===== src/rtl/tri_raster_ctrl.sv =====
// Triangle rasteriser controller: scans the vertex bounding box in raster order and
// streams strictly-inside pixels. Define TRI_STATS_EN to add tested_cnt/inside_cnt.
module tri_raster_ctrl #(
    parameter int W = 11
) (
    input  logic         clk,
    input  logic         rst_n,
    input  logic         tri_valid,
    output logic         tri_ready,
    input  logic [W-1:0] p1x,
    input  logic [W-1:0] p1y,
    input  logic [W-1:0] p2x,
    input  logic [W-1:0] p2y,
    input  logic [W-1:0] p3x,
    input  logic [W-1:0] p3y,
    output logic         pix_valid,
    input  logic         pix_ready,
    output logic [W-1:0] pix_x,
    output logic [W-1:0] pix_y,
    output logic         busy,
`ifdef TRI_STATS_EN
    output logic [2*W:0] tested_cnt,
    output logic [2*W:0] inside_cnt,
`endif
    output logic         done
);

    localparam int MW = 2 * W + 2;

    typedef enum logic [2:0] {
        st_idle,
        st_bbox,
        st_eval,
        st_emit,
        st_step,
        st_done
    } state_t;

    state_t state;

    logic [W-1:0] v1x, v1y, v2x, v2y, v3x, v3y;
    logic [W-1:0] xmin, xmax, ymin, ymax;
    logic [W-1:0] cx, cy;
    logic [1:0]   e;
    logic         s0, s1;

    function automatic logic [W-1:0] min3(input logic [W-1:0] a, input logic [W-1:0] b,
                                          input logic [W-1:0] c);
        logic [W-1:0] m;
        m = (a < b) ? a : b;
        return (m < c) ? m : c;
    endfunction

    function automatic logic [W-1:0] max3(input logic [W-1:0] a, input logic [W-1:0] b,
                                          input logic [W-1:0] c);
        logic [W-1:0] m;
        m = (a > b) ? a : b;
        return (m > c) ? m : c;
    endfunction

    logic [W-1:0] bb_xmin, bb_xmax, bb_ymin, bb_ymax;

    assign bb_xmin = min3(v1x, v2x, v3x);
    assign bb_xmax = max3(v1x, v2x, v3x);
    assign bb_ymin = min3(v1y, v2y, v3y);
    assign bb_ymax = max3(v1y, v2y, v3y);

    // Shared orientation unit: e selects the edge (V1,V2), (V2,V3) or (V3,V1).
    logic [W-1:0] ax, ay, bx, by;

    // NOTE: every always_comb output gets a default first so no path leaves it unassigned (no latch).
    always_comb begin
        ax = v1x;
        ay = v1y;
        bx = v2x;
        by = v2y;
        case (e)
            2'd1: begin
                ax = v2x;
                ay = v2y;
                bx = v3x;
                by = v3y;
            end
            2'd2: begin
                ax = v3x;
                ay = v3y;
                bx = v1x;
                by = v1y;
            end
            default: ;
        endcase
    end

    logic signed [W:0]    c1, c2, c3, c4;
    logic signed [MW-1:0] m1, m2;
    logic                 s_cur;

    assign c1    = {1'b0, cx} - {1'b0, bx};
    assign c2    = {1'b0, ay} - {1'b0, by};
    assign c3    = {1'b0, ax} - {1'b0, bx};
    assign c4    = {1'b0, cy} - {1'b0, by};
    assign m1    = MW'(c1) * MW'(c2);
    assign m2    = MW'(c3) * MW'(c4);
    assign s_cur = (m1 < m2);

    assign tri_ready = (state == st_idle);

    // NOTE: sequential state uses <= so every branch sees the pre-edge register values.
    always_ff @(posedge clk or negedge rst_n) begin
        if (!rst_n) begin
            state      <= st_idle;
            v1x        <= '0;
            v1y        <= '0;
            v2x        <= '0;
            v2y        <= '0;
            v3x        <= '0;
            v3y        <= '0;
            xmin       <= '0;
            xmax       <= '0;
            ymin       <= '0;
            ymax       <= '0;
            cx         <= '0;
            cy         <= '0;
            e          <= '0;
            s0         <= 1'b0;
            s1         <= 1'b0;
            pix_valid  <= 1'b0;
            pix_x      <= '0;
            pix_y      <= '0;
            busy       <= 1'b0;
            done       <= 1'b0;
`ifdef TRI_STATS_EN
            tested_cnt <= '0;
            inside_cnt <= '0;
`endif
        end else begin
            done <= 1'b0;
            case (state)
                st_idle: begin
                    if (tri_valid) begin
                        v1x   <= p1x;
                        v1y   <= p1y;
                        v2x   <= p2x;
                        v2y   <= p2y;
                        v3x   <= p3x;
                        v3y   <= p3y;
                        busy  <= 1'b1;
                        state <= st_bbox;
`ifdef TRI_STATS_EN
                        tested_cnt <= '0;
                        inside_cnt <= '0;
`endif
                    end
                end
                st_bbox: begin
                    xmin  <= bb_xmin;
                    xmax  <= bb_xmax;
                    ymin  <= bb_ymin;
                    ymax  <= bb_ymax;
                    cx    <= bb_xmin;
                    cy    <= bb_ymin;
                    e     <= 2'd0;
                    state <= st_eval;
                end
                st_eval: begin
                    case (e)
                        2'd0: begin
                            s0 <= s_cur;
                            e  <= 2'd1;
                        end
                        2'd1: begin
                            s1 <= s_cur;
                            e  <= 2'd2;
                        end
                        default: begin
                            e <= 2'd0;
                            // Third edge is used straight from the unit, never stored.
                            if (s0 == s1 && s1 == s_cur) begin
                                pix_valid <= 1'b1;
                                pix_x     <= cx;
                                pix_y     <= cy;
                                state     <= st_emit;
                            end else begin
                                state <= st_step;
                            end
                        end
                    endcase
                end
                st_emit: begin
                    if (pix_ready) begin
                        pix_valid <= 1'b0;
                        state     <= st_step;
`ifdef TRI_STATS_EN
                        inside_cnt <= inside_cnt + (2*W+1)'(1);
`endif
                    end
                end
                st_step: begin
`ifdef TRI_STATS_EN
                    tested_cnt <= tested_cnt + (2*W+1)'(1);
`endif
                    e <= 2'd0;
                    if (cx == xmax && cy == ymax) begin
                        done  <= 1'b1;
                        state <= st_done;
                    end else if (cx == xmax) begin
                        cx    <= xmin;
                        cy    <= cy + W'(1);
                        state <= st_eval;
                    end else begin
                        cx    <= cx + W'(1);
                        state <= st_eval;
                    end
                end
                st_done: begin
                    busy  <= 1'b0;
                    state <= st_idle;
                end
                default: state <= st_idle;
            endcase
        end
    end

endmodule


===== config.mk =====
export PLATFORM = sky130hd
export DESIGN_NAME = tri_raster_ctrl
export DESIGN_NICKNAME = d
export VERILOG_FILES = /design/src/rtl/tri_raster_ctrl.sv
export SDC_FILE = /design/constraint.sdc
export NUM_CORES = 1
export LEC_CHECK = 0
export CAP_MARGIN = 20
export CORE_MARGIN = 2
export CORE_UTILIZATION = 60
export DETAILED_ROUTE_END_ITERATION = 12
export HOLD_SLACK_MARGIN = 0.03
export PLACE_DENSITY = 0.77
export SYNTH_ARGS = -nofsm -noshare
export SYNTH_HDL_FRONTEND = slang
export SYNTH_SLANG_ARGS = --single-unit

===== constraint.sdc =====
create_clock -name clk -period 15.95 [get_ports clk]
set_input_delay 3.19 -clock clk [delete_from_list [all_inputs] [get_ports clk]]
set_output_delay 3.19 -clock clk [all_outputs]
set_load 0.1 [all_outputs]

# Yosys cells after proc, flatten, opt, wreduce, memory -nomap -nowiden
# Index checks and enable logic that the tools add are counted.
# totals
output_inout_bits	26
regBits	153
word_cells	108
input_bits	70
# classes
eq_ne	17
mux	34
n_lt_le_gt_ge	9
n_reduce_logical	19
bitwise	1
n_mul	2
addsub	6
# op_table
operator	n
$mux 11	12
$pmux 11 s2	6
$mul 12x12->24	2
$sub 11x11->12	4
$gt 11x11->1	4
$lt 11x11->1	4
$lt 24x24->1	1
$add 11x1->11 const B	2
$eq 11x11->1	2
$mux 3	5
$pmux 3 s5	1
$ne 2x2->1 const B	6
$reduce_and 2->1	5
$reduce_and 3->1	3
$pmux 2 s2	2
$reduce_bool 2->1	4
$eq 3x2->1 const B	2
$eq 3x3->1 const B	2
$mux 1	6
$pmux 1 s2	2
$reduce_and 4->1	1
$reduce_or 2->1	2
$eq 3x1->1 const B	1
$logic_not 3->1	1
other kinds (6)	8

# Depth between registers and ports, before layout
# logic_depth
depth_word	10
mapped_depth	49
ltp_nobuf	45

# Least setup slack after synthesis
# OpenSTA, ideal clock, no wires.
# synth_timing
kind	reg-to-reg
startpoint	reg e[0]
endpoint	reg pix_y[0]
t_arrival_ps	10434
path_stages_with_launch	45
required_time_ps	15822
setup_ps	128
synth_period_minus_slack_ps	10562
path_buffers	5
setup_slack_ps	5388
cell_sequence	dfrtp_1 inv_1 ha_1 buf_4 clkbuf_1 buf_1 a21oi_1 ha_1 fa_1 nor2b_1 o21ai_0 a21boi_0 o21ai_0 a21boi_0 o21ai_0 nand2_1 xor2_1 buf_2 (+9 left out) ha_1 or3_1 o21ai_0 nor2b_1 o21a_1 o41ai_1 xnor2_1 ha_1 a21o_1 a21o_1 a21o_1 a211oi_1 o21ai_1 a211oi_2 mux2i_1 nor4b_4 buf_4 mux2_1
# synth_via
elab_chain_cells	8
elab_cells_between_ends	19
classes_between	add/sub: 4; mul: 2; order compare: 1; eq/ne: 3; mux: 4; bitwise: 1; reduce/logical: 4
# synth_lines
element	line	text
start: declaration	44	logic [1:0] e;
start signal: assignment	124	e <= '0;
start signal: assignment	162	e <= 2'd0;
start signal: assignment	169	e <= 2'd1;
$eq 2x2->1 or $eq 2x1->1 (tied branches)	77, 166	
$pmux 11 s2	77	case (e)
$sub 11x11->12, on equally long branches	-	
$mul 12x12->24, on equally long branches	102, 103	
$lt 24x24->1	104	assign s_cur = (m1 < m2);
$eq 1x1->1	178	if (s0 == s1 && s1 == s_cur) begin
$logic_and 1x1->1	178	
$reduce_and 3->1 (no line) *	-	
end signal: assignment	181	pix_y <= cy;
end: declaration	19	output logic [W-1:0] pix_y,
# Mark *: on every way between the ends. The rest lies on a longest branch, timed or not.
# A chain may end at the register's enable or synchronous reset.

# Worst setup path in the final report
# layout_timing
startpoint	reg e[0]
endpoint	reg pix_x[8]
# layout_via
elab_chain_cells	8
elab_cells_between_ends	19
classes_between	add/sub: 4; mul: 2; order compare: 1; eq/ne: 3; mux: 4; bitwise: 1; reduce/logical: 4
# layout_lines
element	line	text
$eq 2x2->1 or $eq 2x1->1 (tied branches)	77, 166	
$pmux 11 s2	77	
$sub 11x11->12, on equally long branches	-	
$mul 12x12->24, on equally long branches	102, 103	
$lt 24x24->1	104	
$eq 1x1->1	178	
$logic_and 1x1->1	178	
$reduce_and 3->1 (no line) *	-	
end signal: assignment	128	pix_x <= '0;
end signal: assignment	180	pix_x <= cx;
end: declaration	18	output logic [W-1:0] pix_x,
# Marks and branches as above.

==> impl_metrics.tcl <==
set metrics [dict create \
    maxCapViolCount 0 \
    yosys_most_used_dff "dfrtp_1" \
    wl_met2_um 29300 \
    register_area_sq_um 3830 \
    core_sq_um 37800 \
    netlist_instances 2638 \
    top_layer "met4" \
    worst-endpoint-required_ns 16.28 \
    syn_area_per_cell_sq_um 8.74 \
    hpwl_um 49600 \
    setup_total_negative_slack_ns 0 \
    syn-cell-area_sq_um 23100 \
    reg2regPathDepth 41 \
    floorplan.initialDensity 0.611 \
    area.growth.synth_to_final_pct 8.71 \
    route.vias.total 18685 \
    layoutNonFillerInstCount 3204 \
    finalSetupViolations 0 \
    yosys_warns 0 \
    critPathMaxStageDelay_ns 0.98 \
    globalRouteTotalUtil 0.320 \
    die_w_um 200 \
    detail_route.vias_per_cell 5.83 \
    finalClockSkew_ns 0.00714 \
    yosys.area.top_type_share 0.245 \
    async_reset_ff_frac 1.00 \
    drv_slew 0 \
    met3RoutedLength_um 4300 \
    grt_pass1_wl_um 99500 \
    critPathKind "register to register" \
    area_of_the_multi_input_gates_sq_um 17200 \
    slew-limit-headroom 0.247 \
    placed_cells 3171 \
    setup.worst_path.end_class "register" \
    rows 71 \
    timing.critical_path.mode_cell "fa_1" \
    rr_startpoint "e[0]$_DFFE_PN0P_" \
    yosys_register_bits 153 \
    finalWorstPathRequiredPeriod_ns 12.72 \
    endpoint "pix_x[8]$_DFFE_PN0P_" \
    wl_cell_um 19.2 \
    timing.critical_path.slowest_stage_cell "ha_2" \
    timing.final.crit_share 0.798 \
    setup_ws_ns 3.23 \
    number_of_global_route_vias_before_repair 19080 \
    grt_start_max_net_pins 111 \
    cts_root_buf "clkbuf_16" \
    cts-buffers-inserted 17 \
    place.port_buffers 95 \
    startpoint "e[0]$_DFFE_PN0P_" \
    drt_first_iter_violations 1463 \
    tightest_pin_transition_ns 1.13 \
    top_post_synthesis_cells_by_area "fa_1 (24%), dfrtp_1 (17%), ha_1 (13%)" \
    status "finished, final reports clean" \
    globalplace.congestion 0.973 \
    worst-r2r-setup-slack_ns 3.23 \
    design.portCount 96 \
    synth_edf_count 0 \
    die-area_sq_um 40000 \
    m1WireLength_um 25800 \
    cts_post_setup_buffers_inserted 0 \
    insertion_delay_ns 0.44 \
    detail-route-antenna-nets 0 \
    nFillCells 3092 \
    drcViolationCount 0 \
    synth_seq_area_share 0.166 \
    clock_path_buffers 2 \
    tritoncts "yes" \
    h-tree-depth 4 \
    pre_cts_slack_ns 3.39 \
    holdPathStages 2 \
    initial_antenna_violation_count 0 \
    worstHoldPathType "register to register" \
    cts_sinks 153 \
    critical_path.reg2reg.endpoint "pix_x[8]$_DFFE_PN0P_" \
    final_layout_net_count 3263 \
    antenna_cells_inserted 0 \
    layout-drive-gt1-share 0.0590 \
    mappedNetlistNets 3221 \
    post-synth-top-area-cell "fa_1" \
    cts.reportedPaths.clkPinSlew_ns 0.06 \
    netlist-cell-type-count 73 \
    max_freq_ghz 0.0786 \
    grt_overflow_total 0 \
    rsz_0062_raised_after_global_routing "no" \
    wl_um 61600 \
    critical_path_arrival_ns 13.05 \
    path_max_fanout 58 \
    critical_path.startpoint_type "register" \
    drt-pass1-iter-count 8 \
    cts_resized 0 \
    die_h_um 200 \
    report.final.hold_viol_count 0 \
    holdBufCountCts 0 \
]
## logic make-up after synthesis
family | Yosys count | share of synthesized area
compound gates | 454 | 0.127
xor+xnor | 99 | 0.0376
fa+ha+maj | 515 | 0.371
buf+inv | 526 | 0.0875
flops | 153 | 0.166
mux | 115 | 0.0545
simple gates | 776 | 0.156
## metal layers
metal	vias up	GRT usage
li1	8675	-
met1	9146	0.428
met2	728	0.534
met3	136	0.0413
met4	0	0.124
met5	-	0
## critical path, delay by kind of cell, from the launching register on
family	cells	cell delay [ns]
AOI/OAI and AO/OA	15	3.40
buffers and inverters	5	1.02
xor gates and xnor gates	2	1.01
adders and majority gates	10	4.67
DFF	1	0.38
and+or+nand+nor	7	1.44
muxes	2	0.64
## sequential cells by signal, summed over array words and instances, names as in the netlist, 2 cells and up
signal / count
ymax: 11
cy: 11
xmax: 11
xmin: 11
pix_x: 11
e: 2
v3y: 11
v2x: 11
state: 3
v1x: 11
v1y: 11
cx: 11
pix_y: 11
v3x: 11
v2y: 11
## per-stage QoR
step / area [sq um] / utilization / hold WS, ns
final: 25100 / 0.664 / 0.480
after global routing: 25100 / 0.664 / 0.505
after CTS: 25100 / 0.664 / 0.479
after detailed placement: 24500 / 0.649 / 0.462
after global placement: 24500 / 0.648 / 0.458
after floorplan: 23100 / - / 0.445
## layout by cell type (no fill, tap or decap), types with 6 or more instances in the layout
master / Yosys / layout
inv_1: 416 / 416
nand2_1: 314 / 314
fa_1: 282 / 282
ha_1: 231 / 230
nor2_1: 171 / 170
dfrtp_1: 153 / 153
o21ai_0: 145 / 145
clkdlybuf4s50_1: 0 / 94
a21oi_1: 92 / 92
nor2b_1: 67 / 67
xnor2_1: 64 / 63
mux2_2: 55 / 55
nand2b_1: 50 / 50
a21o_1: 48 / 48
a22oi_1: 41 / 41
mux2i_1: 40 / 40
and2_1: 40 / 39
nor3_1: 36 / 36
buf_4: 5 / 36
xor2_1: 35 / 35
nand3_1: 29 / 29
o211ai_1: 19 / 19
mux2_1: 19 / 19
clkbuf_16: 0 / 17
nand4_1: 15 / 15
and3_1: 15 / 15
or3_1: 12 / 12
o21a_1: 12 / 12
a31oi_1: 10 / 10
a21boi_0: 8 / 8
o221ai_1: 8 / 8
or2_2: 7 / 7
a211oi_1: 6 / 6
## how the worst min path moves through the flow
stage	to	start
3_5_place_dp	xmin[8]$_DFFE_PN0P_	xmin[8]$_DFFE_PN0P_
2_1_floorplan	xmin[1]$_DFFE_PN0P_	xmin[1]$_DFFE_PN0P_
3_3_place_gp	xmin[1]$_DFFE_PN0P_	xmin[1]$_DFFE_PN0P_
4_1_cts	xmin[8]$_DFFE_PN0P_	xmin[8]$_DFFE_PN0P_
5_1_grt	xmin[1]$_DFFE_PN0P_	xmin[1]$_DFFE_PN0P_
6_report	xmin[8]$_DFFE_PN0P_	xmin[8]$_DFFE_PN0P_
## area by class of cell
cell class | count | share of cell area
multi-input combinational | 1959 | 0.688
clock inverter | 14 | 0.00554
tap | 511 | 0.0255
sequential | 153 | 0.153
clock buffer | 18 | 0.0171
timing repair buffer | 131 | 0.0488
inverter | 418 | 0.0626
## cells in the mapped netlist (all sizes together), types with 15 or more instances
| cell type | instances |
|---|---|
| nor2b | 67 |
| xor2 | 35 |
| nand2b | 50 |
| buf | 20 |
| mux2 | 74 |
| inv | 418 |
| o211ai | 19 |
| nor3 | 36 |
| a21o | 48 |
| a21oi | 93 |
| nand2 | 314 |
| fa | 282 |
| and3 | 15 |
| clkbuf | 88 |
| and2 | 40 |
| o21ai | 149 |
| xnor2 | 64 |
| dfrtp | 153 |
| mux2i | 41 |
| nand3 | 29 |
| nand4 | 15 |
| a22oi | 43 |
| nor2 | 171 |
| ha | 231 |
Power is left out: the tool's default activity adds up to more than one toggle a clock period on the data nets, which glitch-free logic cannot reach.
